==> config.mk <==
export PLATFORM = sky130hd
export DESIGN_NAME = pcs_tx_sched
export DESIGN_NICKNAME = d
export VERILOG_FILES = /design/src/rtl/pcs_pkg.sv /design/src/rtl/pcs_tx_sched.sv
export SDC_FILE = /design/constraint.sdc
export NUM_CORES = 1
export LEC_CHECK = 0
export BUFFER_PORTS_ARGS = -buffer_cell sky130_fd_sc_hd__buf_2
export CORE_ASPECT_RATIO = 1.2
export CORE_UTILIZATION = 53
export CTS_CLUSTER_DIAMETER = 80
export CTS_CLUSTER_SIZE = 8
export DETAILED_ROUTE_END_ITERATION = 12
export GPL_TIMING_DRIVEN = 0
export PLACE_DENSITY = 0.84
export SLEW_MARGIN = 20
export SYNTH_ARGS = -nofsm -noshare
export SYNTH_HDL_FRONTEND = slang
export SYNTH_SLANG_ARGS = --single-unit
==> constraint.sdc <==
create_clock -name tx_clk -period 2.8 [get_ports tx_clk]
set_clock_uncertainty 0.1 [all_clocks]
set_input_delay 0.56 -clock tx_clk [delete_from_list [all_inputs] [get_ports tx_clk]]
set_output_delay 0.56 -clock tx_clk [all_outputs]
set_load 0.05 [all_outputs]
==> src/rtl/pcs_pkg.sv <==
// rtl/pcs_pkg.sv - shared 1000BASE-X PCS code-group constants and scheduler states
package pcs_pkg;

  // Code-group octets (K flag carried separately on the encoder interface)
  localparam logic [7:0] K28_5   = 8'hBC;
  localparam logic [7:0] D21_5   = 8'hB5;
  localparam logic [7:0] D2_2    = 8'h42;
  localparam logic [7:0] D5_6    = 8'hC5;
  localparam logic [7:0] D16_2   = 8'h50;
  localparam logic [7:0] K27_7_S = 8'hFB;
  localparam logic [7:0] K29_7_T = 8'hFD;
  localparam logic [7:0] K23_7_R = 8'hF7;
  localparam logic [7:0] K30_7_V = 8'hFE;

  // Transmit scheduler states. ST_START is only ever entered as the
  // decision for the current cycle; the stored state after it is ST_DATA.
  typedef enum logic [2:0] {
    ST_IDLE   = 3'd0,
    ST_CFG    = 3'd1,
    ST_START  = 3'd2,
    ST_DATA   = 3'd3,
    ST_END_R  = 3'd4,
    ST_END_R2 = 3'd5
  } tx_state_t;

endpackage

==> src/rtl/pcs_tx_sched.sv <==
// rtl/pcs_tx_sched.sv - 1000BASE-X PCS transmit code-group scheduler
//
// Selects one code-group per tx_clk among /C/ config sets, /I/ idle sets and
// framed MAC data (/S/ data /T/ /R/ [/R/]), keeping ordered sets and /S/ on
// even positions and requiring an /I/ before every frame.
//
// Ports:
//   tx_clk     in   transmit clock
//   rst        in   asynchronous active-high reset
//   lacr_send  in   request /C/ ordered sets
//   lacr_out   in   16-bit config register carried in /C/
//   operate    in   link up, MAC frames allowed to start
//   rd_pos     in   encoder running disparity is positive
//   mac_tx_en  in   MAC frame valid, high for the whole frame
//   mac_txd    in   MAC byte
//   mac_tx_er  in   MAC error marker
//   mac_ack    out  mac_txd consumed this cycle (combinational)
//   txd        out  registered code-group octet
//   txk        out  registered K flag for txd
//
// Build option: define PCS_TX_ER_EN to map mac_tx_er onto /V/ (K30.7) in
// DATA; otherwise mac_tx_er is ignored.
module pcs_tx_sched
  import pcs_pkg::*;
(
  input  logic        tx_clk,
  input  logic        rst,
  input  logic        lacr_send,
  input  logic [15:0] lacr_out,
  input  logic        operate,
  input  logic        rd_pos,
  input  logic        mac_tx_en,
  input  logic [7:0]  mac_txd,
  input  logic        mac_tx_er,
  output logic        mac_ack,
  output logic [7:0]  txd,
  output logic        txk
);

  tx_state_t   r_state;
  logic [1:0]  r_idx;       // byte index within the current ordered set
  logic        r_pos;       // parity of the byte being chosen this cycle
  logic        r_gap_ok;    // an /I/ has been sent since the last frame or /C/
  logic        r_cfg_alt;   // 0: next /C/ is /C1/, 1: /C2/
  logic [15:0] r_cfg_hold;  // lacr_out captured at /C/ byte 0
  logic        r_rd_hold;   // rd_pos captured at /I/ byte 0
  logic [7:0]  r_txd;
  logic        r_txk;

  tx_state_t   w_cur;
  tx_state_t   w_nxt_state;
  logic [1:0]  w_nxt_idx;
  logic        w_bnd;
  logic        w_tx_er;
  logic [7:0]  w_txd;
  logic        w_txk;
  logic        w_gap_ok;
  logic        w_cfg_alt;
  logic [15:0] w_cfg_hold;
  logic        w_rd_hold;
  logic        w_ack;

`ifdef PCS_TX_ER_EN
  assign w_tx_er = mac_tx_er;
`else
  // Port kept for a uniform interface; the AND keeps it read but inert.
  assign w_tx_er = mac_tx_er & 1'b0;
`endif

  // A new set may begin only after a complete /I/ or /C/ (or a finished
  // frame, which always returns to ST_IDLE at index 0 on an even position).
  assign w_bnd = (r_idx == 2'd0) && ((r_state == ST_IDLE) || (r_state == ST_CFG));

  always_comb begin
    w_cur = r_state;
    if (w_bnd) begin
      if (lacr_send)
        w_cur = ST_CFG;
      else if (operate && mac_tx_en && r_gap_ok)
        w_cur = ST_START;
      else
        w_cur = ST_IDLE;
    end
  end

  always_comb begin
    w_nxt_state = w_cur;
    w_nxt_idx   = r_idx;
    w_txd       = K28_5;
    w_txk       = 1'b1;
    w_gap_ok    = r_gap_ok;
    w_cfg_alt   = r_cfg_alt;
    w_cfg_hold  = r_cfg_hold;
    w_rd_hold   = r_rd_hold;
    w_ack       = 1'b0;

    case (w_cur)
      ST_IDLE: begin
        if (r_idx == 2'd0) begin
          w_txd     = K28_5;
          w_txk     = 1'b1;
          w_rd_hold = rd_pos;
          w_nxt_idx = 2'd1;
        end else begin
          w_txd     = r_rd_hold ? D5_6 : D16_2;
          w_txk     = 1'b0;
          w_nxt_idx = 2'd0;
          w_gap_ok  = 1'b1;
        end
      end

      ST_CFG: begin
        w_txk = 1'b0;
        case (r_idx)
          2'd0: begin
            w_txd      = K28_5;
            w_txk      = 1'b1;
            w_cfg_hold = lacr_out;
            w_gap_ok   = 1'b0;
          end
          2'd1:    w_txd = r_cfg_alt ? D2_2 : D21_5;
          2'd2:    w_txd = r_cfg_hold[7:0];
          default: begin
            w_txd     = r_cfg_hold[15:8];
            w_cfg_alt = ~r_cfg_alt;
          end
        endcase
        w_nxt_idx = r_idx + 2'd1;
      end

      ST_START: begin
        // First preamble byte is consumed and replaced by /S/.
        w_txd       = K27_7_S;
        w_txk       = 1'b1;
        w_ack       = 1'b1;
        w_gap_ok    = 1'b0;
        w_nxt_state = ST_DATA;
        w_nxt_idx   = 2'd0;
      end

      ST_DATA: begin
        if (mac_tx_en) begin
          w_ack = 1'b1;
          w_txd = w_tx_er ? K30_7_V : mac_txd;
          w_txk = w_tx_er;
        end else begin
          w_txd       = w_tx_er ? K30_7_V : K29_7_T;
          w_txk       = 1'b1;
          w_nxt_state = ST_END_R;
        end
      end

      ST_END_R: begin
        w_txd    = K23_7_R;
        w_txk    = 1'b1;
        w_gap_ok = 1'b0;
        // This /R/ sits on r_pos; if it is even the following byte would be
        // odd, so a second /R/ realigns the next ordered set.
        w_nxt_state = r_pos ? ST_IDLE : ST_END_R2;
        w_nxt_idx   = 2'd0;
      end

      ST_END_R2: begin
        w_txd       = K23_7_R;
        w_txk       = 1'b1;
        w_nxt_state = ST_IDLE;
        w_nxt_idx   = 2'd0;
      end

      default: begin
        w_nxt_state = ST_IDLE;
        w_nxt_idx   = 2'd0;
      end
    endcase
  end

  always_ff @(posedge tx_clk or posedge rst) begin
    if (rst) begin
      r_state    <= ST_IDLE;
      r_idx      <= 2'd0;
      r_pos      <= 1'b0;
      r_gap_ok   <= 1'b0;
      r_cfg_alt  <= 1'b0;
      r_cfg_hold <= 16'h0000;
      r_rd_hold  <= 1'b0;
      r_txd      <= K28_5;
      r_txk      <= 1'b1;
    end else begin
      r_state    <= w_nxt_state;
      r_idx      <= w_nxt_idx;
      r_pos      <= ~r_pos;
      r_gap_ok   <= w_gap_ok;
      r_cfg_alt  <= w_cfg_alt;
      r_cfg_hold <= w_cfg_hold;
      r_rd_hold  <= w_rd_hold;
      r_txd      <= w_txd;
      r_txk      <= w_txk;
    end
  end

  assign mac_ack = w_ack;
  assign txd     = r_txd;
  assign txk     = r_txk;

endmodule

==> Yosys cells after proc, flatten, opt, wreduce, memory -nomap -nowiden <==
Cells that the tools add are included.
{ "totals": {"regBits": 34, "input_bits": 31, "out_inout_bits": 10} }
{ "op_classes": {"n_addsub": 1, "n_eq_ne": 10, "mux": 22, "bitwise_logic": 3, "reduce_logical": 16} }
{ "op_table": {"columns": ["cell", "count"], "rows": [
  ["8-bit case mux with 5 select lines", 1],
  ["8-bit two-way mux", 4],
  ["8-bit case mux with 3 select lines", 1],
  ["3-bit two-way mux", 4],
  ["3-bit case mux with 4 select lines", 1],
  ["3-bit by 1-bit equality test with 1-bit output (second input constant)", 2],
  ["3-bit by 2-bit equality test with 1-bit output (second input constant)", 2],
  ["3-bit equality test (second input constant)", 2],
  ["3-bit logical NOT", 2],
  ["1-bit two-way mux", 6],
  ["2-bit case mux with 3 select lines", 1],
  ["2-bit AND reduction", 3],
  ["2-bit OR reduction", 3],
  ["2-bit inequality test (second input constant)", 2],
  ["1-bit case mux with 2 select lines", 2],
  ["1-bit logical AND", 3],
  ["1-bit NOT", 3],
  ["1-bit case mux with 3 select lines", 1],
  ["3-bit AND reduction", 1],
  ["3-bit nonzero test", 1],
  ["3-bit OR reduction", 1],
  ["2-bit by 1-bit adder with 2-bit output (second input constant)", 1],
  ["2-bit by 1-bit equality test with 1-bit output (second input constant)", 1],
  ["2-bit equality test (second input constant)", 1],
  ["3 further kinds", 3]
]} }

==> Logic depth before layout (Yosys ltp) <==
{ "depth": {"word_depth": 9, "mapped_depth": 7, "depth_no_buf": 6} }

==> Least setup slack after synthesis <==
OpenSTA, ideal clock, no wires.
{ "synth_path": {"kind": "flip-flop to output port", "from": "register r_idx[0]", "to": "output port mac_ack", "arrival_ns": 1.882, "path_slack_ns": 0.258, "stages_incl_launch_ff": 8, "n_path_buf": 1, "path_cell_list": "dfrtp_1 > inv_1 > ha_1 > buf_6 > or3b_4 > a211oi_2 > o21ai_2 > nand2_1"} }
{ "synth_via": {"elab_chain_len": 5} }
{ "synth_lines": {"columns": ["item", "line", "source"], "rows": [
  ["start, declared", "pcs_tx_sched.sv:41", "logic [1:0] r_idx;"],
  ["start signal, assigned", "pcs_tx_sched.sv:190", "r_idx <= w_nxt_idx;"],
  ["2-bit logical NOT (*)", "pcs_tx_sched.sv:72", "assign w_bnd = (r_idx == 2'd0) && ((r_state == ST_IDLE) || (r_state == ST_CFG));"],
  ["1-bit logical AND (*)", "pcs_tx_sched.sv:72", null],
  ["3-bit two-way mux (*)", "pcs_tx_sched.sv:76", "if (w_bnd) begin"],
  ["3-bit by 2-bit equality test with 1-bit output", "pcs_tx_sched.sv:97", "case (w_cur)"],
  ["1-bit case mux with 2 select lines (*)", "pcs_tx_sched.sv:97", null],
  ["end, declared", "pcs_tx_sched.sv:35", "output logic mac_ack,"]
]} }
Mark *: on every way between the ends. The rest lies on a longest branch, timed or not.

==> Worst setup path in the final report <==
{ "layout_path": {"from": "register r_idx[1]", "to": "output port mac_ack"} }
The elaborated chain is that of the path after synthesis.

==> impl_metrics.yaml <==
pwr:
  switchingPower_mw: 1.24
  p_int_mw: 1.56
  combinationalPowerShare: 0.581
  irDropWorstVdd_v: 0.000888
  power.density_nw_per_um2: 1300
  seqPwrFrac: 0.318
  leakagePower_nw: 1.01
  pwr-share-clk: 0.101
  switching_share: 0.442
cells_and_area:
  final_area_um2: 2140
  instances_no_fill: 265
  diodes: 0
  drive_gt1_frac: 0.393
  area_growth_syn_to_layout_pct: 20.1
  layout_common_cells: "buf_2, dfrtp_1, nand2_1"
  final_common_cell: "buf_2"
  postLayoutCoreUtil: 0.683
  nNetsFinal: 264
placed_design:
  port_buffers: 38
  gp_congestion: 0.903
  dpl_cell_area_um2: 2020
  hpwl_mm: 2.77
  place_inst: 251
sta:
  rsz0062_at_grt: "no"
  fmax_mhz: 367
  min_period_ps: 2720
  finalMaxSlewViolations: 0
  worst_pin_slew_ps: 679
  hold_violations: 0
  period_share: 0.972
  setup-tns-final_ps: 0
  slew_headroom: 0.547
  setup_viol_count_final: 0
global_route:
  grt_overflow: 0
  grt_max_degree: 35
  grt_pass1_wl_mm: 6.55
  antenna_found_initial: 0
  first_global_vias: 1503
  grtUsageTotal: 0.258
detailed_routing:
  drt_iter0_markers: 46
  drcViolationCount: 0
  firstDrtPassIters: 4
  totalWireLength_mm: 3.86
  via_count: 1537
  antenna_left: 0
  drt-wirelength-per-cell_um: 14.6
  routed_via_density: 5.80
floorplanning:
  die_w_um: 55.0
  row_count: 22
  die-area_um2: 3600
  fp.dieH_um: 65.6
  io-pin-count: 41
  core_area_um2: 3140
  start_util: 0.569
synthesis:
  ys.warnings.count: 0
  dominantRegCellSynth: "dfrtp_1"
  syn_nets: 213
  synth_edf_count: 0
  syn_inst: 177
  synth.cell_area_um2: 1780
  synth.distinct_cells: 37
  ys_ff_latch: 34
  synthArstFlopShare: 1.00
  seq_area_frac_synth: 0.481
  avgSynthCellArea_um2: 10.1
clock_tree:
  cts-root-buf: "clkbuf_4"
  clock-sinks: 34
  cts_buffers: 5
  path_clk_slew_ps: 100
  clk_latency_ps: 340
  h-tree-depth: 2
  cts_tree: "done"
  cts.path.max_buffers: 2
setup_path:
  cp.arrival_ps: 2060
  r2r_start: "r_idx[0]"
  r2r_cells: 7
  r2r-end: "txd[7]"
  path_max_fanout: 10
  critPathRequiredTime_ps: 2140
  worstSetupPathType: "reg2out"
  start_kind: "register"
  setup.worst_path.end_class: "primary output"
  rrSetupSlack_ps: 830
run:
  cap_violations: 0
min_path:
  holdCritPathClass: "in2async"
outcome:
  status: "completed"
-- routing by layer --
| layer | vias up | GRT usage | wire length, µm |
|---|---|---|---|
| met4 | 0 | 0.128 | 102 |
| met1 | 729 | 0.308 | 1530 |
| li1 | 723 | - | - |
| met3 | 15 | 0.0764 | 298 |
| met2 | 70 | 0.408 | 1930 |
| met5 | - | 0 | 0 |
-- critical path, stage by stage (launching register included) --
cell	delay, ps
dfrtp_1	390
inv_2	70
ha_4	170
buf_4	130
and4bb_2	220
buf_4	190
a211oi_2	220
o21ai_2	100
nand2_1	90
buf_6	160
-- flip-flops by register name, indices dropped and copies added (netlist names) --
| register | cells |
|---|---|
| r_gap_ok | 1 |
| r_state | 3 |
| r_pos | 1 |
| r_idx | 2 |
| r_cfg_hold | 16 |
| r_cfg_alt | 1 |
| txk | 1 |
| r_rd_hold | 1 |
| txd | 8 |
-- layout make-up --
type / instances / area, µm²
clock inverter: 1 / 5.00
sequential: 34 / 858
inverter: 8 / 30.0
fill: 258 / 995
timing repair buffer: 44 / 241
multi-input combinational: 126 / 858
clock buffer: 7 / 55.1
tap: 36 / 45.0
buffer: 9 / 50.0
-- cell usage after synthesis (2+ instances only) --
| master | number | area [µm²] |
|---|---|---|
| dfrtp_1 | 28 | 701 |
| nand2_1 | 24 | 90.1 |
| o211ai_1 | 2 | 15.0 |
| o21ai_0 | 12 | 60.1 |
| nand2b_1 | 8 | 50.1 |
| dfstp_2 | 6 | 158 |
| nor2_1 | 10 | 37.5 |
| nand4_1 | 3 | 18.8 |
| clkbuf_1 | 3 | 11.3 |
| buf_2 | 4 | 20.0 |
| o32ai_1 | 2 | 17.5 |
| a21oi_1 | 4 | 20.0 |
| a31oi_1 | 3 | 18.8 |
| inv_1 | 8 | 30.0 |
| a22oi_1 | 2 | 15.0 |
| o22ai_1 | 2 | 12.5 |
| nor3_1 | 2 | 10.0 |
| nor2b_1 | 4 | 25.0 |
| ha_1 | 5 | 62.6 |
| nand3_1 | 9 | 45.0 |
| mux2_2 | 17 | 191 |
| a32oi_1 | 4 | 35.0 |
-- power groups by stage --
stage / logic [mW] / registers, mW / clock network [mW]
3_5_place_dp: 1.50 / 0.907 / 0
2_1_floorplan: 0.978 / 1.11 / 0
3_3_place_gp: 1.46 / 0.896 / 0
4_1_cts: 1.57 / 0.888 / 0.288
6_report: 1.62 / 0.890 / 0.282
5_1_grt: 1.78 / 0.932 / 0.310
-- kinds of logic (layout without fill, tap and decap cells) --
kind of cell             after synthesis  count (layout)  share of synthesized area
buffers and inverters                 17              69                     0.0449
AND/OR/NAND/NOR                       67              67                      0.191
flip-flops                            34              34                      0.481
AO/OA/AOI/OAI                         35              35                      0.130
adder cells (fa/ha/maj)                5               5                     0.0351
XOR/XNOR                               1               1                    0.00491
multiplexers                          18              18                      0.113
-- how the worst max path moves through the flow --
stage          startpoint      end  slack, ps  cells after the start
2_1_floorplan    r_idx[0]  mac_ack        260                      7
3_3_place_gp     r_idx[0]  mac_ack        180                      8
3_5_place_dp     r_idx[0]  mac_ack        150                      8
4_1_cts          r_idx[0]  mac_ack          3                      8
5_1_grt          r_idx[1]  mac_ack          9                      9
6_report         r_idx[1]  mac_ack         80                      9
-- per-stage QoR --
| stage | hold slack (ps) | setup WS, ps | total power, mW |
|---|---|---|---|
| 2_1_floorplan | 318 | 258 | 2.08 |
| 3_3_place_gp | 336 | 178 | 2.36 |
| 3_5_place_dp | 336 | 152 | 2.41 |
| 4_1_cts | 227 | 3.18 | 2.74 |
| 5_1_grt | 259 | 9.38 | 3.02 |
| 6_report | 202 | 78.8 | 2.80 |
-- timing repair --
action	4_1_cts	5_1_grt
pin swaps	0	1
buffers inserted	4	2
resized for setup	4	2
hold buffers	0	0
cloned	0	0
endpoints found under the setup margin	1	1
(Power assumes the default switching activity.)
